==> src/rtl/core_pkg.sv <==
`default_nettype none
// ----------------------------------------------------------------------------
// core_pkg -- shared encodings for the core's memory-side blocks.  Rev 1.0
// ----------------------------------------------------------------------------
package core_pkg;

    typedef enum logic [1:0] {
        ARB_IDLE   = 2'd0,
        ARB_ACCESS = 2'd1,
        ARB_ACK    = 2'd2
    } arb_state_t;

    localparam logic       GNT_IF      = 1'b0;
    localparam logic       GNT_D       = 1'b1;
    localparam logic       MEM_WEN_OFF = 1'b1;
    localparam logic [3:0] BE_NONE     = 4'b0000;
    localparam logic [3:0] BE_WORD     = 4'b1111;

    // Round-robin pick: a lone requester wins; on a tie the one not granted last wins.
    function automatic logic pick_data(input logic if_req, input logic d_req,
                                       input logic last_grant);
        return d_req && (!if_req || (last_grant == GNT_IF));
    endfunction

endpackage
`default_nettype wire

==> src/rtl/mem_port_arbiter.sv <==
`default_nettype none
// ----------------------------------------------------------------------------
// mem_port_arbiter -- shares one single-ported memory between fetch and LSU.  Rev 1.0
// ----------------------------------------------------------------------------
module mem_port_arbiter
    import core_pkg::*;
#(
    parameter int ADDR_W      = 12,
    parameter int DATA_W      = 32,
    parameter int WAIT_CYCLES = 1
) (
    input  logic              CLK,
    input  logic              RSTn,
    input  logic              if_req,
    input  logic [ADDR_W-1:0] if_addr,
    output logic              if_ack,
    output logic [DATA_W-1:0] if_rdata,
    input  logic              d_req,
    input  logic              d_we,
    input  logic [3:0]        d_be,
    input  logic [ADDR_W-1:0] d_addr,
    input  logic [DATA_W-1:0] d_wdata,
    output logic              d_ack,
    output logic [DATA_W-1:0] d_rdata,
    output logic [ADDR_W-1:0] mem_addr,
    output logic              mem_wen,
    output logic [3:0]        mem_be,
    output logic [DATA_W-1:0] mem_di,
    input  logic [DATA_W-1:0] mem_do,
    output logic              busy,
    output logic              gnt_d
);

    localparam int               CNT_W    = (WAIT_CYCLES > 1) ? $clog2(WAIT_CYCLES) : 1;
    localparam logic [CNT_W-1:0] CNT_LOAD = CNT_W'(WAIT_CYCLES - 1);

    if (WAIT_CYCLES < 1 || WAIT_CYCLES > 15) begin : g_bad_wait_cycles
        $error("mem_port_arbiter: WAIT_CYCLES must be in 1..15");
    end

    arb_state_t        state_q;
    logic [CNT_W-1:0]  cnt_q;
    logic              last_grant_q;
    logic              if_ack_q;
    logic              d_ack_q;
    logic [DATA_W-1:0] if_rdata_q;
    logic [DATA_W-1:0] d_rdata_q;
    logic [ADDR_W-1:0] mem_addr_q;
    logic              mem_wen_q;
    logic [3:0]        mem_be_q;
    logic [DATA_W-1:0] mem_di_q;
    logic              busy_q;
    logic              grant_d;

    assign grant_d = pick_data(if_req, d_req, last_grant_q);

    always_ff @(posedge CLK) begin
        if (!RSTn) begin
            state_q      <= ARB_IDLE;
            cnt_q        <= '0;
            last_grant_q <= GNT_IF;
            if_ack_q     <= 1'b0;
            d_ack_q      <= 1'b0;
            if_rdata_q   <= '0;
            d_rdata_q    <= '0;
            mem_addr_q   <= '0;
            mem_wen_q    <= MEM_WEN_OFF;
            mem_be_q     <= BE_NONE;
            mem_di_q     <= '0;
            busy_q       <= 1'b0;
        end else begin
            case (state_q)
                ARB_IDLE: begin
                    if (if_req || d_req) begin
                        state_q      <= ARB_ACCESS;
                        cnt_q        <= CNT_LOAD;
                        busy_q       <= 1'b1;
                        last_grant_q <= grant_d;
                        if (grant_d == GNT_D) begin
                            mem_addr_q <= d_addr;
                            mem_be_q   <= d_be;
                            mem_di_q   <= d_wdata;
                            mem_wen_q  <= ~d_we;
                        end else begin
                            // Fetch is always a full-word read.
                            mem_addr_q <= if_addr;
                            mem_be_q   <= BE_WORD;
                            mem_di_q   <= '0;
                            mem_wen_q  <= MEM_WEN_OFF;
                        end
                    end
                end
                ARB_ACCESS: begin
                    if (cnt_q == '0) begin
                        if (last_grant_q == GNT_D) begin
                            d_rdata_q <= mem_do;
                            d_ack_q   <= 1'b1;
                        end else begin
                            if_rdata_q <= mem_do;
                            if_ack_q   <= 1'b1;
                        end
                        mem_wen_q <= MEM_WEN_OFF;
                        mem_be_q  <= BE_NONE;
                        state_q   <= ARB_ACK;
                    end else begin
                        cnt_q <= cnt_q - CNT_W'(1);
                    end
                end
                ARB_ACK: begin
                    // The idle cycle that follows keeps a requester dropping req on ack from being re-granted.
                    if_ack_q <= 1'b0;
                    d_ack_q  <= 1'b0;
                    busy_q   <= 1'b0;
                    state_q  <= ARB_IDLE;
                end
                default: begin
                    state_q <= ARB_IDLE;
                end
            endcase
        end
    end

    assign if_ack   = if_ack_q;
    assign d_ack    = d_ack_q;
    assign if_rdata = if_rdata_q;
    assign d_rdata  = d_rdata_q;
    assign mem_addr = mem_addr_q;
    assign mem_wen  = mem_wen_q;
    assign mem_be   = mem_be_q;
    assign mem_di   = mem_di_q;
    assign busy     = busy_q;
    assign gnt_d    = last_grant_q;

endmodule
`default_nettype wire
==> config.mk <==
export PLATFORM = sky130hd
export DESIGN_NAME = mem_port_arbiter
export DESIGN_NICKNAME = d
export VERILOG_FILES = /design/src/rtl/core_pkg.sv /design/src/rtl/mem_port_arbiter.sv
export SDC_FILE = /design/constraint.sdc
export NUM_CORES = 1
export LEC_CHECK = 0
export BUFFER_PORTS_ARGS = -buffer_cell sky130_fd_sc_hd__buf_2
export CAP_MARGIN = 30
export CELL_PAD_IN_SITES_DETAIL_PLACEMENT = 0
export CELL_PAD_IN_SITES_GLOBAL_PLACEMENT = 1
export CORE_ASPECT_RATIO = 0.7
export CORE_MARGIN = 3
export CORE_UTILIZATION = 35
export DETAILED_ROUTE_END_ITERATION = 16
export PLACE_DENSITY = 0.94
export SLEW_MARGIN = 40
export SYNTH_ARGS = -nofsm -noshare
export SYNTH_HDL_FRONTEND = slang
export SYNTH_SLANG_ARGS = --single-unit
==> constraint.sdc <==
create_clock -name CLK -period 3.95 [get_ports CLK]
set_input_delay 0.5925 -clock CLK [delete_from_list [all_inputs] [get_ports CLK]]
set_output_delay 0.5925 -clock CLK [all_outputs]
set_load 0.03 [all_outputs]
==> results of run 1 <==
-- metal layers --
metal  vias up  wire length, um  global-route usage
met4         0              106             0.05011
met1      1896             5321              0.2119
li1       2006                -                   -
met3        10             1331             0.07518
met2       154             5664              0.2871
met5         -                0                   0
-- worst max-delay path: stages, from the launching register on --
cell and delay [ns]:
dfxtp_1 0.57, or3b_1 0.63, buf_4 0.42, nand2_1 0.09, a21oi_1 0.14
-- kinds of logic (layout without fill, tap and decap cells) --
logic type | Yosys count | in the layout | share of synthesized area
buffers and inverters | 42 | 256 | 0.05782
flip-flops | 119 | 119 | 0.5588
AO/OA/AOI/OAI | 135 | 135 | 0.2049
AND/OR/NAND/NOR | 175 | 175 | 0.1785
-- power by group through the flow --
stage                     clock network (mW)  logic (mW)  registers [mW]
final                                   1.60       0.478            1.32
after global routing                    1.69       0.518            1.33
after CTS                               1.63       0.482            1.32
after detailed placement                   0       0.481            1.35
after global placement                     0       0.472            1.35
after floorplan                            0       0.186            1.48
-- synth_stat cells (2+ instances only) --
library cell / number / area [sq um]
dfxtp_1: 119 / 2382
buf_6: 8 / 90.09
and3_1: 2 / 12.51
nor2_1: 7 / 26.28
a22o_1: 32 / 280.3
a21oi_1: 80 / 400.4
inv_1: 3 / 11.26
a311oi_1: 13 / 113.9
buf_2: 17 / 85.08
nand2_2: 20 / 125.1
buf_4: 2 / 15.01
clkbuf_1: 10 / 37.54
o22ai_1: 4 / 25.02
nand2_1: 136 / 510.5
-- state kept, by name, indices dropped and copies added, names as in the netlist --
register,cells
d_rdata,32
if_rdata,32
mem_di,32
mem_addr,12
mem_be,4
state_q,2
busy,1
d_ack,1
gnt_d,1
if_ack,1
mem_wen,1
-- cell type report --
class,count,area [sq um],share of cell area
multi-input cells,310,1635,0.2738
clock buffers,19,452.9,0.07584
flip-flops and latches,119,2382,0.3989
repair buffers,220,1119,0.1873
inverters,4,17.52,0.002933
clock inverters,13,168.9,0.02828
well taps,157,196.4,0.03289
-- through the flow --
stage          std cells  total power, mW  cell area [sq um]  hold slack, ns
6_report             842            3.400               5972          0.4145
5_1_grt              842            3.539               5972          0.4032
4_1_cts              842            3.436               5972          0.3957
3_5_place_dp         810            1.828               5350          0.4475
3_3_place_gp         810            1.817               5346          0.4398
2_1_floorplan        471            1.670               4263          0.5287
-- path summary, 6_finish.rpt --
kind	startpoint	to	slack, ns	cells after the start
worst max-delay path	gnt_d	if_rdata[29]	2.01	4
worst min-delay path	d_wdata[28]	mem_di[28]	0.41	2
worst max register to register	gnt_d	if_rdata[29]	2.01	4
worst min register to register	d_rdata[8]	d_rdata[8]	0.45	2
==> results.toml, run 1 <==
[cts]
h-tree-depth = 4
cts_resized = 0
clock_latency_ns = 0.40
clk_pin_slew_ns = 0.06
post_cts_buffers = 0
cts_tree = "built"
cts-root-buf = "clkbuf_16"
clock-sinks = 119
cts_buffer_depth = 2
cts_made_buffers = 17
hold_buffers = 0

[yosys]
syn_avg_cell_area_sq_um = 9.051
synth_warnings = 0
yosysSeqAreaShare = 0.5588
ys_ff_latch = 119
synth.cell_area_sq_um = 4263
synth-async-reset-ratio = 0
netlist_instances = 471
synth_nets = 568
synth_edf_count = 0
synthFlopType = "dfxtp_1"
ys_types = 32

[timing]
slew_violations = 0
fin_crit_sh = 0.4917
worstMarginPinSlew_ns = 0.6922
layout_min_cycle_time_ns = 1.942
finClkSkew_ns = 0.008844
finalSetupViolCount = 0
setup_ws_ns = 2.008
finalSetupTns_ns = 0
hold_viol = 0
slew_headroom = 0.5380
fmax_mhz = 514.9
grt_setup_unrepaired = "false"

[worst_setup_path]
worstPathRequired_ns = 4.27
cp.arrival_ns = 2.27
path_class = "reg -> reg"
crit_path_start_kind = "flip-flop"
worstPathMaxFanout = 21
cp-end-kind = "flip-flop"

[cells_and_area]
antenna_cells = 0
layout_commonest_cell = "buf_2"
fin_util = 0.5057
fillers = 1126
drive_gt1_frac = 0.4073
fin_nets = 769
layout_common_cells = "buf_2, nand2_1, dfxtp_1"
syn2layout_area_growth_pct = 40.09

[power_and_ir_drop]
p_comb_frac = 0.141
p_leak_nw = 2.779
intPower_mw = 2.466
p_clk_frac = 0.471
p_seq_frac = 0.389
sw_frac_of_total = 0.2748
p_sw_mw = 0.9345
powerDensity_nw_per_um2 = 569.3
peakVddDrop_mv = 0.2861

[placed_design]
pre_cts_ws_ns = 1.971
port_buffers = 213
gp_congestion = 0.7443
hpwl_um = 8899

[grt]
grt_max_degree = 60
grt_pass1_vias = 3825
globalRouteOverflowTotal = 0
grt_pass1_wl_um = 18960
antenna_found_initial = 0
grt.total_usage = 0.1760

[detailed_routing]
ant_nets = 0
avgViaCountPerCell = 4.829
first_pass_iters = 4
drt_iter0_drc = 122
route.detailed.drc = 0
drt_wl_total_um = 12420
wl_per_cell_um = 14.75
vias = 4066

[die]
die_x_um = 137.9
coreArea_sq_um = 11810
ios = 214
num_rows = 33
dieArea_sq_um = 13560
die_h_um = 98.34
initial_utilization = 0.3610

[run]
cap_viol_max_count = 0

[status]
status = "finished clean"

[min_path]
min_path_type = "in -> reg"
Note: power is estimated with default switching activity, not from simulation.
==> run 2, diff against run 1 <==
ABC_AREA = 1   (was default)
CORE_UTILIZATION = 32   (was 35)
PLACE_DENSITY = 0.89   (was 0.94)
clock period = 2 ns   (was 3.95 ns; I/O delays follow)
==> run 2 against run 1 <==
  * Sequential cell count unchanged
  * Utilization is 4.2 points lower
  * Final cell count up 27%
  * Sequential power increased by 99%
  * Setup slack lost 1.5 ns
  * Clock power is 100% higher
  * First-iteration DRC count increased by 67%
  * Critical path type unchanged
  * Combinational power up 150%
  * Count of clock-buffer cells in the layout is 1 lower
  * Wire length is 15% higher
  * Maximum frequency increased by 29%
  * Die area is 21% higher
==> results.toml, run 2 <==
[status]
status = "finished clean"

[cells_and_area]
fin_nets = 966
fin_area_sq_um = 6598
syn2layout_area_growth_pct = 38.91
layout_common_cells = "buf_2, nor2_1, dfxtp_1"
fillers = 1497
antenna_cells = 0
drive_gt1_frac = 0.3110
stdcell_count = 1071
fin_util = 0.4635
layout_commonest_cell = "buf_2"

[cts]
cts_buffer_depth = 2
clock-sinks = 119
cts_resized = 0
cts_made_buffers = 17
clock_latency_ns = 0.41
cts-root-buf = "clkbuf_16"
post_cts_buffers = 0
h-tree-depth = 4
clk_pin_slew_ns = 0.06
cts_tree = "built"
hold_buffers = 0

[power_and_ir_drop]
total_power_mw = 7.082
peakVddDrop_mv = 0.4732
p_leak_nw = 3.498
powerDensity_nw_per_um2 = 1073

[timing]
worstMarginPinSlew_ns = 0.6434
grt_setup_unrepaired = "false"
hold_viol = 0
layout_min_cycle_time_ns = 1.507
finClkSkew_ns = 0.006593
slew_violations = 0
finalSetupTns_ns = 0
setup_ws_ns = 0.4931
finalSetupViolCount = 0
slew_headroom = 0.5705
hold_slack_ns = 0.1333
fin_crit_sh = 0.7535
fmax_mhz = 663.6

[yosys]
synth_nets = 766
ys_types = 21
netlist_instances = 669
synth_warnings = 0
synthFlopType = "dfxtp_1"
yosysTopAreaCell = "dfxtp_1"
synth_edf_count = 0
netlist_top_cells_count = "nor2_1, dfxtp_1, nand2_1, inv_1, o21ai_0"
yosysMostFrequentCell = "nor2_1"
synth-async-reset-ratio = 0
synth_top_area_frac = 0.5016
yosysSeqAreaShare = 0.5016
synth.cell_area_sq_um = 4750
ys_ff_latch = 119
syn_avg_cell_area_sq_um = 7.099
synthTopCellsByArea = "dfxtp_1, nor2_1, nand2_1"

[die]
num_rows = 36
coreArea_sq_um = 14230
die_x_um = 151.6
ios = 214
dieArea_sq_um = 16360
die_h_um = 107.9
initial_utilization = 0.3337

[placed_design]
hpwl_um = 9714
placed_area_sq_um = 5962
dp_cells = 1040
port_buffers = 213
pre_cts_ws_ns = 0.4807
gp_congestion = 0.7468

[worst_setup_path]
path_class = "reg -> reg"
crit_path_start_kind = "flip-flop"
cp-end-kind = "flip-flop"
cp.arrival_ns = 1.84
worstPathMaxFanout = 33
worstPathRequired_ns = 2.33

[grt]
grt.total_usage = 0.1727
antenna_found_initial = 0
grt_pass1_vias = 4362
grt_max_degree = 84
globalRouteOverflowTotal = 0
grt_pass1_wl_um = 22580

[detailed_routing]
ant_nets = 0
drt_iter0_drc = 204
drt_wl_total_um = 14310
route.detailed.drc = 0
avgViaCountPerCell = 4.337
wl_per_cell_um = 13.36
first_pass_iters = 4
vias = 4645

[run]
cap_viol_max_count = 0

[min_path]
min_path_type = "in -> reg"
## run 2: area by class of cell
type                       count  area, sq um  share of cell area
timing repair buffer         221         1189              0.1802
multi-input combinational    444         1903              0.2885
clock buffer                  18        439.2             0.06657
clock inverter                13        196.4             0.02977
sequential                   119         2382              0.3611
tap                          190        237.7             0.03603
inverter                      66        250.2             0.03793
## run 2: power by group
part	internal [mW]	switching, mW	total [mW]	leakage (nW)
sequential	2.54	0.0890	2.63	0.974
clock	2.13	1.14	3.27	0.303
combinational	0.360	0.817	1.18	2.22
## run 2: cells by family after synthesis
family	Yosys count	synth area share
AO/OA/AOI/OAI	103	0.1085
AND/OR/NAND/NOR	341	0.2916
flip-flops	119	0.5016
buffers and inverters	106	0.09826
## run 2: final timing paths
path              startpoint      endpoint  slack (ns)  depth (start not counted)
setup / recovery  state_q[1]   d_rdata[15]        0.49                          6
hold / removal    mem_do[26]  if_rdata[26]        0.13                          3
setup reg to reg  state_q[1]   d_rdata[15]        0.49                          6
hold reg to reg    mem_di[5]     mem_di[5]        0.46                          2
## run 2: per-layer routing
metal	vias up	track usage	share of wire
met5	-	0	0
met3	11	0.05027	0.071
met2	143	0.2479	0.41
met4	0	0.05705	0.011
met1	2031	0.2481	0.50
li1	2460	-	-
## run 2: worst max-delay path, cell delays in order (launching register included)
cell and delay (ns):
dfxtp_1 0.36, inv_2 0.05, nand2_2 0.21, nor2_4 0.08, inv_2 0.48, nor2_1 0.12, nor2_1 0.13
==> run 3, diff against run 2 <==
ABC_AREA = 0   (was 1)
CORE_UTILIZATION = 29   (was 32)
PLACE_DENSITY = 0.84   (was 0.89)
clock period = 1.37 ns   (was 2 ns; I/O delays follow)
==> run 3 against run 2 <==
  * Setup slack lost 0.42 ns
  * Count of clock-buffer cells in the layout grew 1
  * Wire length shrank 13%
  * Clock skew is essentially flat
  * Total power grew 45%
  * Sequential share of layout area grew 1.8 points
  * First-iteration DRC count shrank 27%
  * Worst hold slack lost 0.11 ns
  * Critical path depth shrank 1
  * Register-to-register slack lost 0.42 ns
  * Final area shrank 4.6%
  * Final cell count shrank 17%
  * Critical path type unchanged
  * Largest power group unchanged
==> results.toml, run 3 (synthesis results as in run 1) <==
[cells_and_area]
layout_common_cells = "buf_2, nand2_1, dfxtp_1"
register_area_sq_um = 2387
layout_commonest_cell = "buf_2"
fin_util = 0.4451
stdcell_count = 890
antenna_cells = 0
fillers = 1409
drive_gt1_frac = 0.4200
fin_area_sq_um = 6295
multi_input_area_sq_um = 1647
fin_nets = 784
syn2layout_area_growth_pct = 47.67

[grt]
use_met1 = 0.2019
busiest_layer = "met2"
grt_max_degree = 48
grt_pass1_wl_um = 19510
grt_use_met3 = 0.05387
globalRouteOverflowTotal = 0
grt.total_usage = 0.1506
globalRouteMet2Util = 0.2276
grt_pass1_vias = 3783
antenna_found_initial = 0

[cts]
post_cts_buffers = 0
cts-root-buf = "clkbuf_16"
clock_latency_ns = 0.40
cts_tree = "built"
cts_buffer_depth = 2
clock-sinks = 119
clk_pin_slew_ns = 0.06
cts_made_buffers = 17
h-tree-depth = 4

[power_and_ir_drop]
total_power_mw = 10.24
p_comb_frac = 0.147
p_seq_frac = 0.371
p_leak_nw = 2.904
powerDensity_nw_per_um2 = 1627
intPower_mw = 7.524
p_sw_mw = 2.720
peakVddDrop_mv = 0.7654
p_clk_frac = 0.482
sw_frac_of_total = 0.2656

[placed_design]
placed_area_sq_um = 5562
gp_congestion = 0.7267
port_buffers = 213
dp_cells = 854
hpwl_um = 8599
pre_cts_ws_ns = 0.01247

[detailed_routing]
drt_iter0_drc = 148
avgViaCountPerCell = 4.580
ant_nets = 0
drt_wl_total_um = 12480
wl_per_cell_um = 14.02
vias = 4076
route.detailed.drc = 0
first_pass_iters = 4

[timing]
slew_headroom = 0.7478
fin_crit_sh = 0.9459
finalSetupViolCount = 0
layout_min_cycle_time_ns = 1.296
hold_slack_ns = 0.02186
grt_setup_unrepaired = "false"
hold_viol = 0
setup_ws_ns = 0.07415
finalSetupTns_ns = 0
worstMarginPinSlew_ns = 0.3783
fmax_mhz = 771.7
finClkSkew_ns = 0.006718
slew_violations = 0

[worst_setup_path]
rr_worst_depth = 5
path_class = "reg -> reg"
worstReg2RegStart = "state_q[0]"
cp.arrival_ns = 1.57
cp-end-kind = "flip-flop"
worstPathRequired_ns = 1.64
crit_path_start_kind = "flip-flop"
rr_endpoint = "mem_addr[6]"
r2r_setup_slack_ns = 0.07
worstPathMaxFanout = 12

[min_path]
holdPathEnd = "mem_di[16]"
min_path_type = "in -> reg"
hp-start = "d_wdata[16]"
holdPathStages = 2

[die]
ios = 214
die_h_um = 107.4
die_x_um = 150.9
coreArea_sq_um = 14140
num_rows = 36
dieArea_sq_um = 16210
initial_utilization = 0.3014

[status]
status = "finished clean"

[run]
cap_viol_max_count = 0
-- run 3: cell count changes in the layout (fill, tap and decap cells not counted), sizes merged, moves of 4 or more --
cell,before,now
a22o,0,32
a21oi,35,81
nand3,15,1
o21ai,68,0
a311oi,0,13
nor2,206,8
o22ai,0,4
nand4,5,0
inv,67,7
nand2,115,156
buf,221,231
-- run 3: worst max path at each step --
stage	slack, ns	cells after the start	from	to
after floorplan	0.0002	6	gnt_d	if_rdata[10]
after global placement	0.04	4	state_q[1]	if_rdata[0]
after detailed placement	0.01	4	state_q[1]	if_rdata[24]
after CTS	0.005	4	state_q[1]	if_rdata[31]
after global routing	0.009	5	state_q[0]	mem_di[0]
final	0.07	5	state_q[0]	mem_addr[6]
-- run 3: per-layer routing --
layer / up-vias / part of all wire
met3: 9 / 0.084
met1: 1872 / 0.47
met4: 0 / 0.0075
met2: 154 / 0.43
met5: - / 0
li1: 2041 / -
-- run 3: power by group through the flow --
stage | Sequential, mW | Clock [mW] | Combinational (mW)
after CTS | 3.80 | 5.07 | 1.49
after floorplan | 4.28 | 0 | 0.548
after global placement | 3.87 | 0 | 1.48
final | 3.80 | 4.94 | 1.50
after global routing | 3.83 | 5.21 | 1.63
after detailed placement | 3.87 | 0 | 1.48
-- run 3: timing repair --
item                                    CTS  global route
hold buffers                              3             0
resized for setup                         0             5
endpoints found under the hold margin     3             0
endpoints found under the setup margin    0            68
-- run 3: critical path: stages, from the launching register on --
cell and delay [ns]:
dfxtp_2 0.33, buf_4 0.16, nor2_4 0.15, buf_6 0.17, and2_4 0.25, a311oi_1 0.12
-- run 3: layout make-up --
type / count / share of cell area
repair buffers: 235 / 0.2141
multi-input cells: 310 / 0.2616
well taps: 190 / 0.03777
clock inverters: 13 / 0.03459
clock buffers: 19 / 0.07036
flip-flops and latches: 119 / 0.3792
inverters: 4 / 0.002385
